## src/rtl/key_loader.sv

```systemverilog
// Serial key loader with even-parity check, fail counting and permanent lockout.
// Drives the locked core's parallel key; the key stays zero until a clean load.
module key_loader #(
    parameter int KEY_W    = 8,
    parameter int MAX_FAIL = 3
) (
    input  logic             clk,
    input  logic             rst,
    input  logic             start,
    input  logic             zeroize,
    input  logic             key_in_valid,
    input  logic             key_in_bit,
    output logic             key_in_ready,
    output logic [KEY_W-1:0] key,
    output logic             key_valid,
    output logic             busy,
    output logic             error,
    output logic             lockout
);

    localparam int CW = $clog2(KEY_W + 1);
    localparam int FW = $clog2(MAX_FAIL + 1);

    localparam logic [2:0] S_IDLE    = 3'd0;
    localparam logic [2:0] S_SHIFT   = 3'd1;
    localparam logic [2:0] S_PARITY  = 3'd2;
    localparam logic [2:0] S_LOADED  = 3'd3;
    localparam logic [2:0] S_ERROR   = 3'd4;
    localparam logic [2:0] S_LOCKOUT = 3'd5;

    localparam logic [CW-1:0] CNT_LAST = CW'(KEY_W - 1);
    localparam logic [FW-1:0] FAIL_MAX = FW'(MAX_FAIL);

    logic [2:0]       state_q, state_d;
    logic [KEY_W-1:0] sreg_q, sreg_d;
    logic [CW-1:0]    cnt_q, cnt_d;
    logic [FW-1:0]    fail_q, fail_d;
    logic [KEY_W-1:0] key_q, key_d;

    logic             xfer;
    logic             locked;
    logic [FW-1:0]    fail_inc;

    assign locked   = (state_q == S_LOCKOUT);
    assign xfer     = key_in_valid && key_in_ready;
    assign fail_inc = (fail_q == FAIL_MAX) ? fail_q : fail_q + FW'(1);

    always_comb begin
        state_d = state_q;
        sreg_d  = sreg_q;
        cnt_d   = cnt_q;
        fail_d  = fail_q;
        key_d   = key_q;
        if (zeroize && !locked) begin
            state_d = S_IDLE;
            sreg_d  = '0;
            cnt_d   = '0;
            key_d   = '0;
        end else if (start && !locked) begin
            // a bit arriving on this same edge belongs to the abandoned load
            state_d = S_SHIFT;
            sreg_d  = '0;
            cnt_d   = '0;
            key_d   = '0;
        end else if (xfer) begin
            case (state_q)
                S_SHIFT: begin
                    sreg_d = {key_in_bit, sreg_q[KEY_W-1:1]};
                    cnt_d  = cnt_q + CW'(1);
                    if (cnt_q == CNT_LAST) begin
                        state_d = S_PARITY;
                    end
                end
                S_PARITY: begin
                    if (key_in_bit == ^sreg_q) begin
                        key_d   = sreg_q;
                        fail_d  = '0;
                        state_d = S_LOADED;
                    end else begin
                        key_d   = '0;
                        fail_d  = fail_inc;
                        state_d = (fail_inc == FAIL_MAX) ? S_LOCKOUT : S_ERROR;
                    end
                end
                default: begin
                    state_d = state_q;
                end
            endcase
        end
    end

    always_ff @(posedge clk) begin
        if (rst) begin
            state_q <= S_IDLE;
            sreg_q  <= '0;
            cnt_q   <= '0;
            fail_q  <= '0;
            key_q   <= '0;
        end else begin
            state_q <= state_d;
            sreg_q  <= sreg_d;
            cnt_q   <= cnt_d;
            fail_q  <= fail_d;
            key_q   <= key_d;
        end
    end

    assign key          = key_q;
    assign key_valid    = (state_q == S_LOADED);
    assign busy         = (state_q == S_SHIFT) || (state_q == S_PARITY);
    assign key_in_ready = busy;
    assign error        = (state_q == S_ERROR) || locked;
    assign lockout      = locked;

endmodule

```

## config.mk

```make
export PLATFORM = sky130hd
export DESIGN_NAME = key_loader
export DESIGN_NICKNAME = d
export VERILOG_FILES = /design/src/rtl/key_loader.sv
export SDC_FILE = /design/constraint.sdc
export NUM_CORES = 1
export LEC_CHECK = 0
export CAP_MARGIN = 20
export CORE_MARGIN = 8
export CORE_UTILIZATION = 23
export CTS_BUF_LIST = sky130_fd_sc_hd__clkbuf_8
export CTS_CLUSTER_SIZE = 14
export DETAILED_ROUTE_END_ITERATION = 16
export PLACE_DENSITY = 0.49
export SYNTH_ARGS = -nofsm -noshare
export SYNTH_HDL_FRONTEND = slang
export SYNTH_SLANG_ARGS = --single-unit
```

## constraint.sdc

```tcl
create_clock -name clk -period 1.84 [get_ports clk]
set_input_delay 0.552 -clock clk [delete_from_list [all_inputs] [get_ports clk]]
set_output_delay 0.552 -clock clk [all_outputs]
set_load 0.05 [all_outputs]
```

======== Word-level counts from Yosys, hierarchy flattened ========
Cells that the tools add are included.
cells by class
  reductions and logical operators ........ 17
  bitwise logic cells ..................... 2
  add/sub/neg operators ................... 2
  eq/ne operators ......................... 11
  muxes and demuxes ....................... 9
operators by type and width
  kind                   count
  $mux W8                1
  $reduce_xor A8 Y1      1
  $eq A3 B2 Y1 const B   2
  $eq A3 B3 Y1 const B   2
  $mux W3                2
  $pmux W3 S2            1
  $reduce_and A3 Y1      2
  $add A4 B1 Y4 const B  1
  $eq A2 B2 Y1 const B   2
  $eq A4 B3 Y1 const B   1
  $mux W2                2
  $reduce_and A2 Y1      2
  $reduce_and A4 Y1      1
  $reduce_bool A2 Y1     2
  $eq A3 B1 Y1 const B   1
  $logic_and A1 B1 Y1    3
  $mux W1                3
  $ne A3 B3 Y1 const B   1
  $reduce_bool A3 Y1     1
  $reduce_or A3 Y1       1
  $add A2 B1 Y2 const B  1
  $logic_or A1 B1 Y1     2
  $ne A2 B2 Y1 const B   1
  $not A1 Y1             2
  other kinds (3)        3
word-level totals
  input bits .............................. 6
  register bits ........................... 25

======== Logic depth before layout (Yosys ltp) ========
  depth in word-level cells ............... 8
  depth in mapped cells ................... 6
  gate-level depth less buffers ........... 5

======== Worst setup path before layout ========
No wires, ideal clock.
  kind .................................... register to output
  from .................................... register state_q[1]
  to ...................................... output key_valid
  arrival ................................. 1.616 ns
  required time ........................... 1.288 ns
  slack ................................... -0.328 ns
  cell stages (with the launch flop) ...... 3
  cell sequence ........................... dfxtp_1 inv_1 nor3b_1
between the ends
  cells in the longest elaborated chain, start to end .. 1
RTL lines
  element                   line  source
  start: declaration        34    logic [2:0] state_q, state_d;
  start signal: assignment  100   state_q <= state_d;
  $eq A3 B2 Y1              109   assign key_valid = (state_q == S_LOADED);
  end: declaration          15    output logic key_valid,
Every way passes these cells.

======== Worst setup path after layout ========
  from .................................... input key_in_bit
  to ...................................... register state_q[2]
between the ends
  cells in the longest elaborated chain, start to end .. 3
RTL lines
  element             line  source
  start: declaration  12    input logic key_in_bit,
  $eq A1 B1 Y1        75    if (key_in_bit == ^sreg_q) begin
  $mux W3             75
  $pmux W3 S2         66    case (state_q)
Every way passes these cells.
A chain may end at the register's enable or synchronous reset.

==> results.py <==
metrics = {
    "logic_synthesis": {
        "synthArstFlopShare": 0,
        "synth.most_common_cell": "dfxtp_1",
        "synth_area_leaders": "dfxtp_1 (43%), mux2i_1 (6.8%), nand2_1 (6.4%)",
        "synth_commonest_cells": "dfxtp_1 (25), nand2_1 (20), a21oi_1 (12)",
        "synth_area_per_cell_sq_um": 9.42,
        "ys.warnings.count": 0,
        "synth_edf_count": 0,
        "ys_seq_elements": 25,
        "ys_seq_area_frac": 0.425,
        "synth_cell_types": 34,
        "yosysTopAreaCell": "dfxtp_1",
        "syn-cell-area_sq_um": 1180,
        "synth_cells": 125,
        "synth_top_area_frac": 0.425,
        "synth-main-ff-cell": "dfxtp_1",
        "syn_nets": 132,
    },
    "placement": {
        "postPlaceCellArea_sq_um": 1580,
        "io_buffers": 18,
        "gp_congestion": 0.736,
        "place_hpwl_mm": 2.00,
        "dp_slack_ps": -381,
    },
    "worst_setup_path": {
        "r2r_cells": 4,
        "required_ps": 2050,
        "max_stage_delay_ps": 480,
        "critPathSlowestCell": "clkdlybuf4s50_1",
        "cp_max_fo": 6,
        "end_kind": "register",
        "rrSetupSlack_ps": 130,
        "crit_start": "key_in_bit",
        "path_cells": "clkdlybuf4s50_1 -> xnor3_2 -> nand2b_1 -> mux2i_4 -> buf_4 -> o21ba_1",
        "r2r-start": "sreg_q[1]",
        "cp.arrival_ps": 1960,
        "worstSetupStartpointType": "primary input",
        "setup.worst_path.class": "in2reg",
    },
    "clock_network": {
        "cts_made_buffers": 3,
        "clock_latency_ps": 260,
        "clk_pin_slew_worst_paths_ps": 80,
        "clk_path_buf_depth": 2,
        "cts.sinks": 25,
        "hold_buffers": 0,
        "cts_max_level": 1,
        "root_buffer": "clkbuf_8",
        "cts_tree": "done",
    },
    "power": {
        "leakage_nw": 0.636,
        "vdd_drop_max_mv": 0.252,
        "powerDensity_nw_per_um2": 553,
    },
    "floorplan": {
        "io_pins": 19,
        "rows": 26,
        "die_x_um": 87.5,
        "die_area_sq_um": 7660,
        "coreArea_sq_um": 5010,
        "initial_core_util": 0.235,
        "die_y_um": 87.5,
    },
    "global_route": {
        "grt_max_degree": 17,
        "groute.usage.overall": 0.0728,
        "grt_overflow": 0,
        "antenna_found_initial": 0,
        "grt_pass1_wl_mm": 4.59,
        "grt_pass1_vias": 992,
    },
    "sta": {
        "fin_crit_ps": 1750,
        "max-slew-margin-rel": 0.793,
        "rsz0062_at_grt": "false",
        "fin_worst_skew_ps": 4.67,
        "setup_viol": 0,
        "period_share": 0.954,
        "maxSlewViolCount": 0,
        "finalWorstSetupSlack_ps": 85.2,
        "max_freq_ghz": 0.570,
        "worst_slew_pin_slew_ps": 310,
        "final_hold_viol_count": 0,
        "setup_tns_ps": 0,
    },
    "worst_hold_path": {
        "holdCritStartpoint": "cnt_q[1]",
        "holdPathStages": 2,
        "min_path_type": "reg2reg",
    },
    "final_layout": {
        "syn_to_final_growth_pct": 44.3,
        "utilization": 0.339,
        "diodes": 0,
        "finalNetCount": 168,
        "final_layout_size_suffix_gt1_frac": 0.313,
        "fin_area_sq_um": 1700,
    },
    "drt": {
        "drc": 0,
        "drtAntennaViolNets": 0,
        "dr.pass1.iters": 3,
        "vias": 983,
        "first_iter_violations": 26,
        "vias_per_cell": 4.27,
        "routed_wl_mm": 2.65,
        "wire_per_inst_um": 11.5,
    },
    "flow_run": {
        "max_cap_viol_count": 0,
    },
    "run_status": {
        "status": "complete, no violations",
    },
}
## stage by stage
step           instances  hold WS (ps)  power, W
3_3_place_gp         220           461  0.000630
4_1_cts              226           491  0.000953
3_5_place_dp         220           477  0.000631
2_1_floorplan        125           453  0.000592
5_1_grt              230           512  0.000984
6_report             230           486  0.000939
## final timing paths
kind,endpoint
worst max register to register,fail_q[0]
worst min register to register,cnt_q[1]
worst min-delay path,cnt_q[1]
worst max-delay path,state_q[2]
## power breakdown
group | switching (W) | internal, W
Clock | 0.000167 | 0.000151
Sequential | 0.00000243 | 0.000542
Combinational | 0.0000353 | 0.0000410
Total | 0.000205 | 0.000734
## routing by layer
layer,track usage,wire length (um),share of wire,vias up
li1,-,-,-,507
met1,0.0912,1280,0.49,462
met2,0.116,1160,0.44,14
met3,0.0272,198,0.075,0
met4,0.0141,0,0,0
met5,0,0,0,-
## cell type report
class	instances	area (sq um)
timing repair buffer	38	392
multi-input combinational	91	662
fill	534	3310
clock inverter	1	5.00
inverter	2	7.51
sequential	25	504
clock buffer	3	41.3
tap	70	87.6
## cells in the final DEF (no fill, tap or decap), drive strengths merged
cell / count
buf: 33
dfxtp: 25
nand2: 20
a21oi: 12
nor3: 10
mux2i: 9
xnor2: 6
nor2: 5
clkdlybuf4s50: 4
clkbuf: 3
inv: 2
nor2b: 2
and4bb: 2
xor2: 2
xnor3: 2
a211oi: 2
nand2b: 2
and3b: 2
nand3b: 1
nor3b: 1
or2: 1
a21boi: 1
a21o: 1
a2111oi: 1
nand4b: 1
o21ba: 1
and2: 1
nor4: 1
nor4bb: 1
a2111o: 1
o311ai: 1
nand4: 1
ha: 1
clkinv: 1
dlymetal6s2s: 1
## state kept, by name, indices dropped and copies added (netlist names)
name / count
cnt_q: 4
state_q: 3
sreg_q: 8
fail_q: 2
key: 8
## worst max-delay path: cells and delay by family
kind / cells / cell delay [ps]
AO/OA/AOI/OAI: 1 / 110
multiplexers: 1 / 150
buffers and inverters: 2 / 650
AND/OR/NAND/NOR: 1 / 200
XOR/XNOR: 1 / 300
## cells by family (layout without fill, tap and decap cells)
| family | count (synthesis) | count (layout) | share of synthesized area |
|---|---|---|---|
| AOI/OAI and AO/OA | 20 | 20 | 0.111 |
| xor gates and xnor gates | 10 | 10 | 0.0999 |
| adders and majority gates | 1 | 1 | 0.0106 |
| buffers and inverters | 9 | 44 | 0.0372 |
| DFF | 25 | 25 | 0.425 |
| muxes | 9 | 9 | 0.0871 |
| and+or+nand+nor | 51 | 51 | 0.230 |
## repair_timing
action                     in CTS  in global routing
resized for setup               2                  7
setup buffers                   2                  4
setup endpoints to repair      11                  5
pin swaps                       1                  3
Note: power is estimated with default switching activity, not from simulation.
